==> src/rtl/cpu_pkg.sv <==
// Shared definitions for the immediate rotate encoder: operand geometry
// and FSM state encoding.
package cpu_pkg;

    localparam int DATA_WIDTH = 32;
    localparam int IMM_WIDTH  = 8;
    localparam int ROT_STEPS  = 16;

    typedef enum logic [1:0] {
        ST_IDLE   = 2'd0,
        ST_SEARCH = 2'd1,
        ST_DONE   = 2'd2
    } state_e;

endpackage

==> src/rtl/imm_rotate_encoder_rotate_left_even.sv <==
// Combinational 32-bit rotate-left by an even amount (2*rot_i).
// Rotating left undoes the decoder's rotate-right, so the candidate
// immediate appears in the low byte when rot_i is a valid encoding.
module rotate_left_even
    import cpu_pkg::*;
(
    input  logic [DATA_WIDTH-1:0] data_i,
    input  logic [3:0]            rot_i,
    output logic [DATA_WIDTH-1:0] result_o
);

    logic [4:0]                shamt;
    logic [2*DATA_WIDTH-1:0]   doubled;

    // Shift a doubled copy so the bits leaving the top reappear at the bottom.
    always_comb begin
        shamt    = {rot_i, 1'b0};
        doubled  = {data_i, data_i} << shamt;
        result_o = doubled[2*DATA_WIDTH-1:DATA_WIDTH];
    end

endmodule

==> src/rtl/imm_rotate_encoder.sv <==
// Multi-cycle encoder from a 32-bit constant to the {rot, imm8} immediate
// form. One rotation candidate is tried per cycle, lowest rot first, so the
// first hit is the canonical (minimal-rot) encoding.
// Handshake: start is a request pulse sampled only in IDLE; busy is high
// while searching; done pulses for one cycle and the result outputs are
// held from that point until the next completion.
module imm_rotate_encoder
    import cpu_pkg::*;
(
    input  logic                  clk,
    input  logic                  rst_n,
    input  logic                  start,
    input  logic [DATA_WIDTH-1:0] value,
    input  logic                  carry_in,
    output logic                  busy,
    output logic                  done,
    output logic                  valid,
    output logic [IMM_WIDTH-1:0]  imm8,
    output logic [3:0]            rot,
    output logic                  carry_out
);

    localparam logic [3:0] LAST_ROT = 4'(ROT_STEPS - 1);

    state_e                state_q;
    logic [3:0]            r_q;
    logic [DATA_WIDTH-1:0] v_q;
    logic                  c_q;
    logic                  busy_q;
    logic                  done_q;
    logic                  valid_q;
    logic [IMM_WIDTH-1:0]  imm8_q;
    logic [3:0]            rot_q;
    logic                  carry_q;

    logic [DATA_WIDTH-1:0] cand;
    logic                  match;

    rotate_left_even u_rol (
        .data_i   (v_q),
        .rot_i    (r_q),
        .result_o (cand)
    );

    // A candidate fits when everything above the immediate field is zero.
    always_comb begin
        match = (cand[DATA_WIDTH-1:IMM_WIDTH] == '0);
    end

    // Controller: capture request, walk the rotation counter, register results.
    always_ff @(posedge clk or negedge rst_n) begin
        if (!rst_n) begin
            state_q <= ST_IDLE;
            r_q     <= 4'd0;
            v_q     <= '0;
            c_q     <= 1'b0;
            busy_q  <= 1'b0;
            done_q  <= 1'b0;
            valid_q <= 1'b0;
            imm8_q  <= '0;
            rot_q   <= 4'd0;
            carry_q <= 1'b0;
        end else begin
            case (state_q)
                ST_IDLE: begin
                    done_q <= 1'b0;
                    if (start) begin
                        v_q     <= value;
                        c_q     <= carry_in;
                        r_q     <= 4'd0;
                        busy_q  <= 1'b1;
                        state_q <= ST_SEARCH;
                    end
                end
                ST_SEARCH: begin
                    if (match) begin
                        valid_q <= 1'b1;
                        imm8_q  <= cand[IMM_WIDTH-1:0];
                        rot_q   <= r_q;
                        // Zero rotation leaves C unchanged in the decoder;
                        // otherwise the carry is the result's top bit.
                        carry_q <= (r_q == 4'd0) ? c_q : v_q[DATA_WIDTH-1];
                        busy_q  <= 1'b0;
                        done_q  <= 1'b1;
                        state_q <= ST_DONE;
                    end else if (r_q == LAST_ROT) begin
                        valid_q <= 1'b0;
                        imm8_q  <= '0;
                        rot_q   <= 4'd0;
                        carry_q <= c_q;
                        busy_q  <= 1'b0;
                        done_q  <= 1'b1;
                        state_q <= ST_DONE;
                    end else begin
                        r_q <= r_q + 4'd1;
                    end
                end
                ST_DONE: begin
                    done_q  <= 1'b0;
                    state_q <= ST_IDLE;
                end
                default: begin
                    busy_q  <= 1'b0;
                    done_q  <= 1'b0;
                    state_q <= ST_IDLE;
                end
            endcase
        end
    end

    assign busy      = busy_q;
    assign done      = done_q;
    assign valid     = valid_q;
    assign imm8      = imm8_q;
    assign rot       = rot_q;
    assign carry_out = carry_q;

endmodule
==> config.mk <==
export PLATFORM = sky130hd
export DESIGN_NAME = imm_rotate_encoder
export DESIGN_NICKNAME = d
export VERILOG_FILES = /design/src/rtl/cpu_pkg.sv /design/src/rtl/imm_rotate_encoder_rotate_left_even.sv /design/src/rtl/imm_rotate_encoder.sv
export SDC_FILE = /design/constraint.sdc
export NUM_CORES = 1
export LEC_CHECK = 0
export BUFFER_PORTS_ARGS = -buffer_cell sky130_fd_sc_hd__buf_2
export CAP_MARGIN = 20
export CORE_UTILIZATION = 39
export CTS_CLUSTER_SIZE = 14
export DETAILED_ROUTE_END_ITERATION = 10
export GPL_ROUTABILITY_DRIVEN = 1
export SLEW_MARGIN = 25
export SYNTH_ARGS = -nofsm -noshare
export SYNTH_HDL_FRONTEND = slang
export SYNTH_SLANG_ARGS = --single-unit
==> constraint.sdc <==
create_clock -name clk -period 5.8 [get_ports clk]
set_clock_uncertainty 0.15 [all_clocks]
set_input_delay 1.74 -clock clk [delete_from_list [all_inputs] [get_ports clk]]
set_output_delay 1.74 -clock clk [all_outputs]
set_load 0.01 [all_outputs]
==> impl_metrics.toml, run 1 <==
[sta]
hold_ws_ns = 0.338
post-route-period-util_pct = 62.8
rsz0062_at_grt = "no"
finalMaxSlewViolations = 0
finalSetupViolCount = 0
layout_min_cycle_time_ns = 3.64
slew_headroom_pct = 35.6
max_freq_mhz = 274
finalSetupTns_ns = 0
tightestPinTransition_ns = 0.967
hold_viol = 0

[global_routing]
grt_pass1_wl_um = 16600
grt.overflow.total = 0
grt_max_degree = 56
grt_antenna_before_repair = 0
grt_pass1_vias = 3204
grt_use_total_pct = 21.0

[finish]
final_nets = 440
drive_gt1_share_pct = 32.3
nFillCells = 909
multiInputGateArea_um2 = 2280
layout-area-overhead-vs-synth_pct = 10.8
final_common_cell = "dfrtp_1"
layout_common_cells = "dfrtp_1, buf_2, mux2_2, nand2_1, mux2i_1"
n_antenna_cell = 0
register_area_um2 = 1380

[cts]
clockBufferDepth = 2
cts_root_buffer = "clkbuf_8"
tritoncts = "done"
cts_resized = 0
htree_levels = 2
cts-buffers-inserted = 5
ctsHoldBuffers = 0
clock_latency_ns = 0.32
cts.sinks = 55
post_cts_buffers = 0
cts.clk_slew.worst_paths_ns = 0.10

[power]
seq_power_share_pct = 34.2
leakage_uw = 0.00188
vdd_drop_max_v = 0.000207
switching_share_pct = 47.7
pwr-share-clk_pct = 8.5
comb_power_share_pct = 57.3
p_switching_uw = 1230
internal-power_uw = 1350
power_density_nw_per_um2 = 606

[critical_path]
required_ns = 5.86
endpoint_kind = "flip-flop"
crit_path_start_kind = "flip-flop"
cp_max_fo = 48
path_class = "flip-flop to flip-flop"
cp.arrival_ns = 3.71

[floorplan]
die_h_um = 101
ios = 52
fp.dieW_um = 101
die_area_um2 = 10300
core_um2 = 9420
initial_core_util_pct = 40.8
num_rows = 35

[placement]
gp_congestion = 0.938
dpl.hpwl_um = 7090
numPortBuffers = 51

[job]
cap_violations = 0

[min_path]
hp-class = "flip-flop to flip-flop"

[detailed_routing]
wl_um = 9930
ant_nets = 0
drt-pass1-iter-count = 6
vias = 3181
drc = 0
avgRoutedWirePerCell_um = 18.7
via_per_inst = 5.98
first_iter_violations = 319

[yosys]
synth_nets = 403
synth_edf_count = 0
synth-seq-cells = 55
ys_types = 58
synth-async-reset-ratio_pct = 100
synth_area_um2 = 3840
ys_seq_area_share_pct = 35.8
ys_warn_count = 0
synth_flop_cell = "dfrtp_1"
post_synth.cell_area_avg_um2 = 10.5
synthCells = 365

[status]
status = "finished clean"
==> cell usage after synthesis (all sizes together), types with 2 or more instances <==
master	count	share of area [%]
a32oi	2	0.46
o32ai	3	0.88
a21oi	20	2.7
and2	6	0.98
ha	2	0.65
dfrtp	55	36
mux4	20	12
o21ai	6	0.78
a31o	2	0.46
nor4	3	0.49
inv	9	0.88
clkbuf	9	0.91
nand2b	5	0.81
or3	2	0.33
buf	17	3.0
nand2	37	3.8
mux2	40	12
nor2	26	2.5
clkinv	2	0.20
a2111oi	4	1.4
mux2i	30	7.8
a211oi	5	0.98
nor3	25	3.5
nor2b	2	0.33
o22ai	6	0.98
nor3b	4	0.78
nand3	5	0.65
==> kinds of logic (layout without fill, tap and decap cells) <==
| kind of cell | count (synthesis) | in the layout | synth area share, % |
|---|---|---|---|
| xor gates and xnor gates | 1 | 1 | 0.228 |
| DFF | 55 | 55 | 35.8 |
| buffers and inverters | 37 | 75 | 4.98 |
| muxes | 90 | 90 | 31.5 |
| AOI/OAI and AO/OA | 62 | 62 | 12.0 |
| and+or+nand+nor | 118 | 118 | 14.8 |
| adders and majority gates | 2 | 2 | 0.651 |
==> routing by layer <==
layer | share of wire, % | routed length [µm] | up-vias | GRT usage (%)
li1 | - | - | 1454 | -
met4 | 2.2 | 223 | 0 | 7.25
met2 | 45 | 4510 | 161 | 32.8
met3 | 7.7 | 763 | 26 | 4.42
met5 | 0 | 0 | - | 0
met1 | 45 | 4440 | 1540 | 29.0
==> stage by stage <==
step / utilization [%] / worst slack (ns) / area [µm²] / instances / total power (µW)
final: 45.2 / 2.16 / 4260 / 532 / 2580
after global routing: 45.2 / 1.89 / 4260 / 532 / 2770
after CTS: 45.0 / 2.16 / 4240 / 531 / 2560
after detailed placement: 44.1 / 2.20 / 4150 / 523 / 2330
after global placement: 44.1 / 2.26 / 4150 / 523 / 2320
after floorplan: - / 2.55 / 3840 / 365 / 1950
==> path summary, 6_finish.rpt <==
| path | start | endpoint | slack, ns | cells past startpoint |
|---|---|---|---|---|
| setup / recovery | r_q[1] | imm8[2] | 2.16 | 9 |
| hold / removal | valid | valid | 0.34 | 2 |
| setup reg to reg | r_q[1] | imm8[2] | 2.16 | 9 |
| hold reg to reg | valid | valid | 0.34 | 2 |
| max in group asynchronous | rst_n | r_q[1] | 3.59 | 2 |
| min in group asynchronous | rst_n | v_q[26] | 1.37 | 2 |
==> state kept, by name, indices dropped and copies added, names as in the netlist <==
name,cells
v_q,32
imm8,8
r_q,4
rot,4
state_q,2
busy,1
c_q,1
carry_out,1
done,1
valid,1
==> cell type report <==
cell class                 instances  area share [%]
multi-input combinational        273            53.6
sequential                        55            32.3
timing repair buffer              56            7.17
tap                              129            3.79
clock buffer                       5            1.62
inverter                          11           0.969
clock inverter                     3           0.470
==> power groups by stage <==
stage          clock network, µW  logic (µW)  registers [µW]
3_5_place_dp                   0        1450             878
5_1_grt                      245        1620             906
6_report                     218        1480             883
3_3_place_gp                   0        1450             873
4_1_cts                      229        1460             869
2_1_floorplan                  0        1260             686
==> critical path, stage by stage, from the launching register on <==
cell,delay (ns)
dfrtp_2,1.01
buf_4,0.42
mux2i_1,0.30
nand2_1,0.08
a31o_1,0.25
or3_1,0.39
nor3_2,0.18
o211a_4,0.22
nand2_4,0.15
mux2_1,0.36
Note: power is estimated with default switching activity, not from simulation.
==> inputs of run 2 (changes only) <==
clock period = 3.7 ns   (was 5.8 ns; I/O delays follow)
==> run 2 against run 1 <==
  * Combinational power up 67%
  * Largest cell class unchanged
  * Critical endpoint unchanged
  * Core utilization is 1.1 points higher
  * Total power increased by 64%
==> impl_metrics.toml, run 2 (synthesis results as in run 1) <==
[status]
status = "finished clean"

[critical_path]
crit_top_cell = "buf_4"
r2r_slack_ns = 0.39
path_class = "flip-flop to flip-flop"
critPathSlowestCell = "dfrtp_2"
r2r-start = "r_q[1]"
crit_path_start_kind = "flip-flop"
setup.worst_path.start = "r_q[1]"
required_ns = 3.76
r2r-end = "imm8[2]"
cp.arrival_ns = 3.37
crit_end = "imm8[2]"
endpoint_kind = "flip-flop"
crit_chain = "buf_4 > buf_4 > mux4_2 > nor3_1 > nor2_1 > or3_1 > nor3_2 > o211a_4 > nand2_4 > mux2_1"
cp_slowest_stage_delay_ns = 0.68
cp_max_fo = 20
r2r_cells = 10

[global_routing]
grt_pass1_wl_um = 16300
grt_max_degree = 37
grt.overflow.total = 0
grt_use_total_pct = 20.7
grt_pass1_vias = 3079
grt_antenna_before_repair = 0

[min_path]
hp-class = "flip-flop to flip-flop"
min-delay-start = "valid"

[power]
vdd_drop_max_v = 0.000391
comb_power_share_pct = 58.5
p_switching_uw = 1970
seq_power_share_pct = 31.9
switching_share_pct = 46.5
pwr-share-clk_pct = 9.7
power_density_nw_per_um2 = 968
internal-power_uw = 2260
leakage_uw = 0.00195
finalPower_uw = 4220

[detailed_routing]
wl_um = 10200
drt-pass1-iter-count = 5
first_iter_violations = 442
drc = 0
via_per_inst = 5.98
avgRoutedWirePerCell_um = 18.8
vias = 3236
ant_nets = 0

[finish]
layout-area-overhead-vs-synth_pct = 13.5
max_flop_register = "v_q"
final_common_cell = "dfrtp_1"
final_nets = 449
largest_reg_flops = 32
drive_gt1_share_pct = 33.7
nFillCells = 905
fin_cells = 541
n_antenna_cell = 0
layout_common_cells = "dfrtp_1, buf_2, mux2_2, nand2_1, mux2i_1"

[floorplan]
ios = 52
die_area_um2 = 10300
core_um2 = 9420
initial_core_util_pct = 40.8
num_rows = 35
fp.dieW_um = 101
die_h_um = 101

[sta]
finalSetupTns_ns = 0
tightestPinTransition_ns = 0.670
max_freq_mhz = 302
post-route-period-util_pct = 89.5
finalSetupViolCount = 0
hold_viol = 0
rsz0062_at_grt = "no"
layout_min_cycle_time_ns = 3.31
slew_headroom_pct = 55.4
finalMaxSlewViolations = 0

[cts]
htree_levels = 2
clockBufferDepth = 2
post_cts_buffers = 0
clock_latency_ns = 0.32
cts.sinks = 55
cts_resized = 0
cts.clk_slew.worst_paths_ns = 0.10
cts_root_buffer = "clkbuf_8"
cts-buffers-inserted = 5
tritoncts = "done"
ctsHoldBuffers = 0

[placement]
dpl.hpwl_um = 7540
dp.cells = 533
gp_congestion = 0.972
numPortBuffers = 51

[job]
cap_violations = 0
## run 2: stage by stage
stage	area [µm²]	util [%]	setup WS, ns	hold slack [ns]
after global placement	4250	45.1	0.503	0.315
after floorplan	3840	-	0.979	0.353
after CTS	4360	46.3	0.430	0.345
after detailed placement	4250	45.1	0.465	0.319
after global routing	4360	46.3	0.216	0.378
final	4360	46.3	0.389	0.331
## run 2: critical path: cells and delay by family, from the launching register on
| kind | cells | cell delay, ns |
|---|---|---|
| buffers and inverters | 2 | 0.44 |
| AO/OA/AOI/OAI | 1 | 0.22 |
| flip-flops | 1 | 0.68 |
| AND/OR/NAND/NOR | 5 | 0.99 |
| multiplexers | 2 | 0.72 |
## run 2: cell type report
class | instances | area [µm²] | area share (%)
inverters | 11 | 41.3 | 0.946
clock buffers | 5 | 68.8 | 1.58
well taps | 129 | 161 | 3.70
repair buffers | 65 | 385 | 8.83
flip-flops and latches | 55 | 1380 | 31.6
clock inverters | 3 | 43.8 | 1.00
multi-input cells | 273 | 2280 | 52.4
## run 2: per-layer routing
metal | global-route usage (%) | vias to the layer above | routed length [µm]
met5 | 0 | - | 0
met3 | 3.17 | 21 | 800
met2 | 32.0 | 189 | 4610
met4 | 8.36 | 0 | 282
li1 | - | 1466 | -
met1 | 29.1 | 1560 | 4500
## run 2: worst min path at each step
stage | to | slack, ns | cells past startpoint
6_report | valid | 0.33 | 2
5_1_grt | valid | 0.38 | 2
4_1_cts | valid | 0.34 | 2
3_5_place_dp | valid | 0.32 | 2
3_3_place_gp | valid | 0.31 | 2
2_1_floorplan | c_q | 0.35 | 1
## run 2: power by group through the flow
stage	clock (µW)	combinational (µW)	sequential (µW)
finish	408	2470	1350
detailed placement	0	2410	1340
floorplan	0	1980	1080
global placement	0	2400	1340
CTS	420	2420	1330
global route	439	2640	1380
==> inputs of run 3 (changes only) <==
CORE_UTILIZATION = 40   (was 39)
==> run 3 against run 2 <==
  * Sequential share of layout area fell by 0.081 points
  * Maximum frequency fell by 1.3%
  * Via count barely moved
  * Wire length fell by 2.4%
  * Register-to-register slack got worse by 0.04 ns
  * Clock-buffer cell count did not move
  * Total power fell by 0.35%
  * Largest cell class unchanged
==> impl_metrics.toml, run 3 (synthesis results as in run 1) <==
[cts]
cts.sinks = 55
tritoncts = "done"
cts-buffers-inserted = 5
ctsHoldBuffers = 0
cts_resized = 0
clockBufferDepth = 2
htree_levels = 2
clock_latency_ns = 0.31
post_cts_buffers = 0
cts_root_buffer = "clkbuf_8"
cts.clk_slew.worst_paths_ns = 0.10

[min_path]
hp-class = "flip-flop to flip-flop"
min-delay-start = "valid"

[finish]
layout_common_cells = "dfrtp_1, buf_2, mux2_2, nand2_1, mux2i_1"
max_flop_register = "v_q"
drive_gt1_share_pct = 33.7
n_antenna_cell = 0
final_nets = 449
largest_reg_flops = 32
layout-area-overhead-vs-synth_pct = 13.8
finalInstanceArea_um2 = 4370
final_util_pct = 47.1
nFillCells = 897
final_common_cell = "dfrtp_1"

[floorplan]
ios = 52
core_um2 = 9280
fp.dieW_um = 100
num_rows = 35
die_h_um = 100
die_area_um2 = 10000
initial_core_util_pct = 41.4

[critical_path]
critPathSlowestCell = "dfrtp_2"
required_ns = 3.76
critPathBufInv = 1
setup.worst_path.start = "r_q[1]"
critPathTopFamily = "simple AND/OR/NAND/NOR gates"
crit_path_start_kind = "flip-flop"
endpoint_kind = "flip-flop"
cp.arrival_ns = 3.41
path_class = "flip-flop to flip-flop"
cp_max_fo = 27
r2r-start = "r_q[1]"
cp_slowest_stage_delay_ns = 0.64
crit_chain = "buf_4 > mux4_2 > and2_1 > a31o_1 > or3_1 > nor3_2 > o211a_4 > nand2_4 > mux2_1"

[status]
status = "finished clean"

[sta]
layout_min_cycle_time_ns = 3.36
hold_ws_ns = 0.343
finalSetupViolCount = 0
finalSetupTns_ns = 0
max_freq_mhz = 298
hold_viol = 0
tightestPinTransition_ns = 0.707
slew_headroom_pct = 52.9
post-route-period-util_pct = 90.7
finalMaxSlewViolations = 0
rsz0062_at_grt = "no"

[detailed_routing]
ant_nets = 0
avgRoutedWirePerCell_um = 18.4
drt-pass1-iter-count = 6
via_per_inst = 5.98
wl_um = 9950
drc = 0
first_iter_violations = 418
vias = 3235

[placement]
dpl.hpwl_um = 7450
numPortBuffers = 51
gp_congestion = 0.954
dpl_cell_area_um2 = 4240

[global_routing]
grt_pass1_wl_um = 16700
grt_max_degree = 36
grt_antenna_before_repair = 0
grt_pass1_vias = 3109
grt.overflow.total = 0
grt_use_total_pct = 21.3

[power]
vdd_drop_max_v = 0.000376
power_density_nw_per_um2 = 962
leakage_uw = 0.00195

[job]
cap_violations = 0
[run 3: cell types whose count changed in the layout (fill, tap and decap cells not counted)]
cell / previous run / this run
bufinv_16: 1 / 2
buf_12: 2 / 1
clkinv_2: 1 / 0
buf_4: 12 / 13
clkinvlp_4: 0 / 1
clkinv_4: 1 / 0
[run 3: area by class of cell]
type	instances	area [µm²]	share of cell area [%]
multi-input cells	273	2280	52.2
flip-flops and latches	55	1380	31.5
repair buffers	65	373	8.52
well taps	129	161	3.69
clock buffers	5	68.8	1.57
clock inverters	3	67.6	1.54
inverters	11	41.3	0.944
[run 3: tightest hold or removal path, cell delays in order, from the launching register on]
cell and delay [ns]:
dfrtp_1 0.36, nand2_1 0.05, nand2_1 0.06
[run 3: final timing paths]
kind | end | slack (ns) | cells after the start
max | imm8[2] | 0.34 | 9
min | valid | 0.34 | 2
max reg2reg | imm8[2] | 0.34 | 9
min reg2reg | valid | 0.34 | 2
max in group asynchronous | v_q[15] | 2.19 | 2
min in group asynchronous | v_q[26] | 0.64 | 1
[run 3: per-layer routing]
| metal | global-route usage [%] | up-vias | part of all wire [%] |
|---|---|---|---|
| met3 | 2.86 | 21 | 8.5 |
| met4 | 7.02 | 0 | 2.2 |
| met5 | 0 | - | 0 |
| li1 | - | 1473 | - |
| met2 | 32.6 | 182 | 45 |
| met1 | 31.3 | 1559 | 44 |
[run 3: power by group]
group | switching [µW] | internal [µW] | leakage [µW]
clock | 204 | 270 | 0.0000644
combinational | 1170 | 1200 | 0.00121
sequential | 535 | 829 | 0.000682
total | 1910 | 2300 | 0.00195
[run 3: through the flow]
stage | instances | setup slack, ns | power (µW)
after CTS | 541 | 0.360 | 4180
after global placement | 533 | 0.434 | 3700
final | 541 | 0.344 | 4210
after detailed placement | 533 | 0.370 | 3700
after floorplan | 365 | 0.979 | 3060
after global routing | 541 | 0.116 | 4510
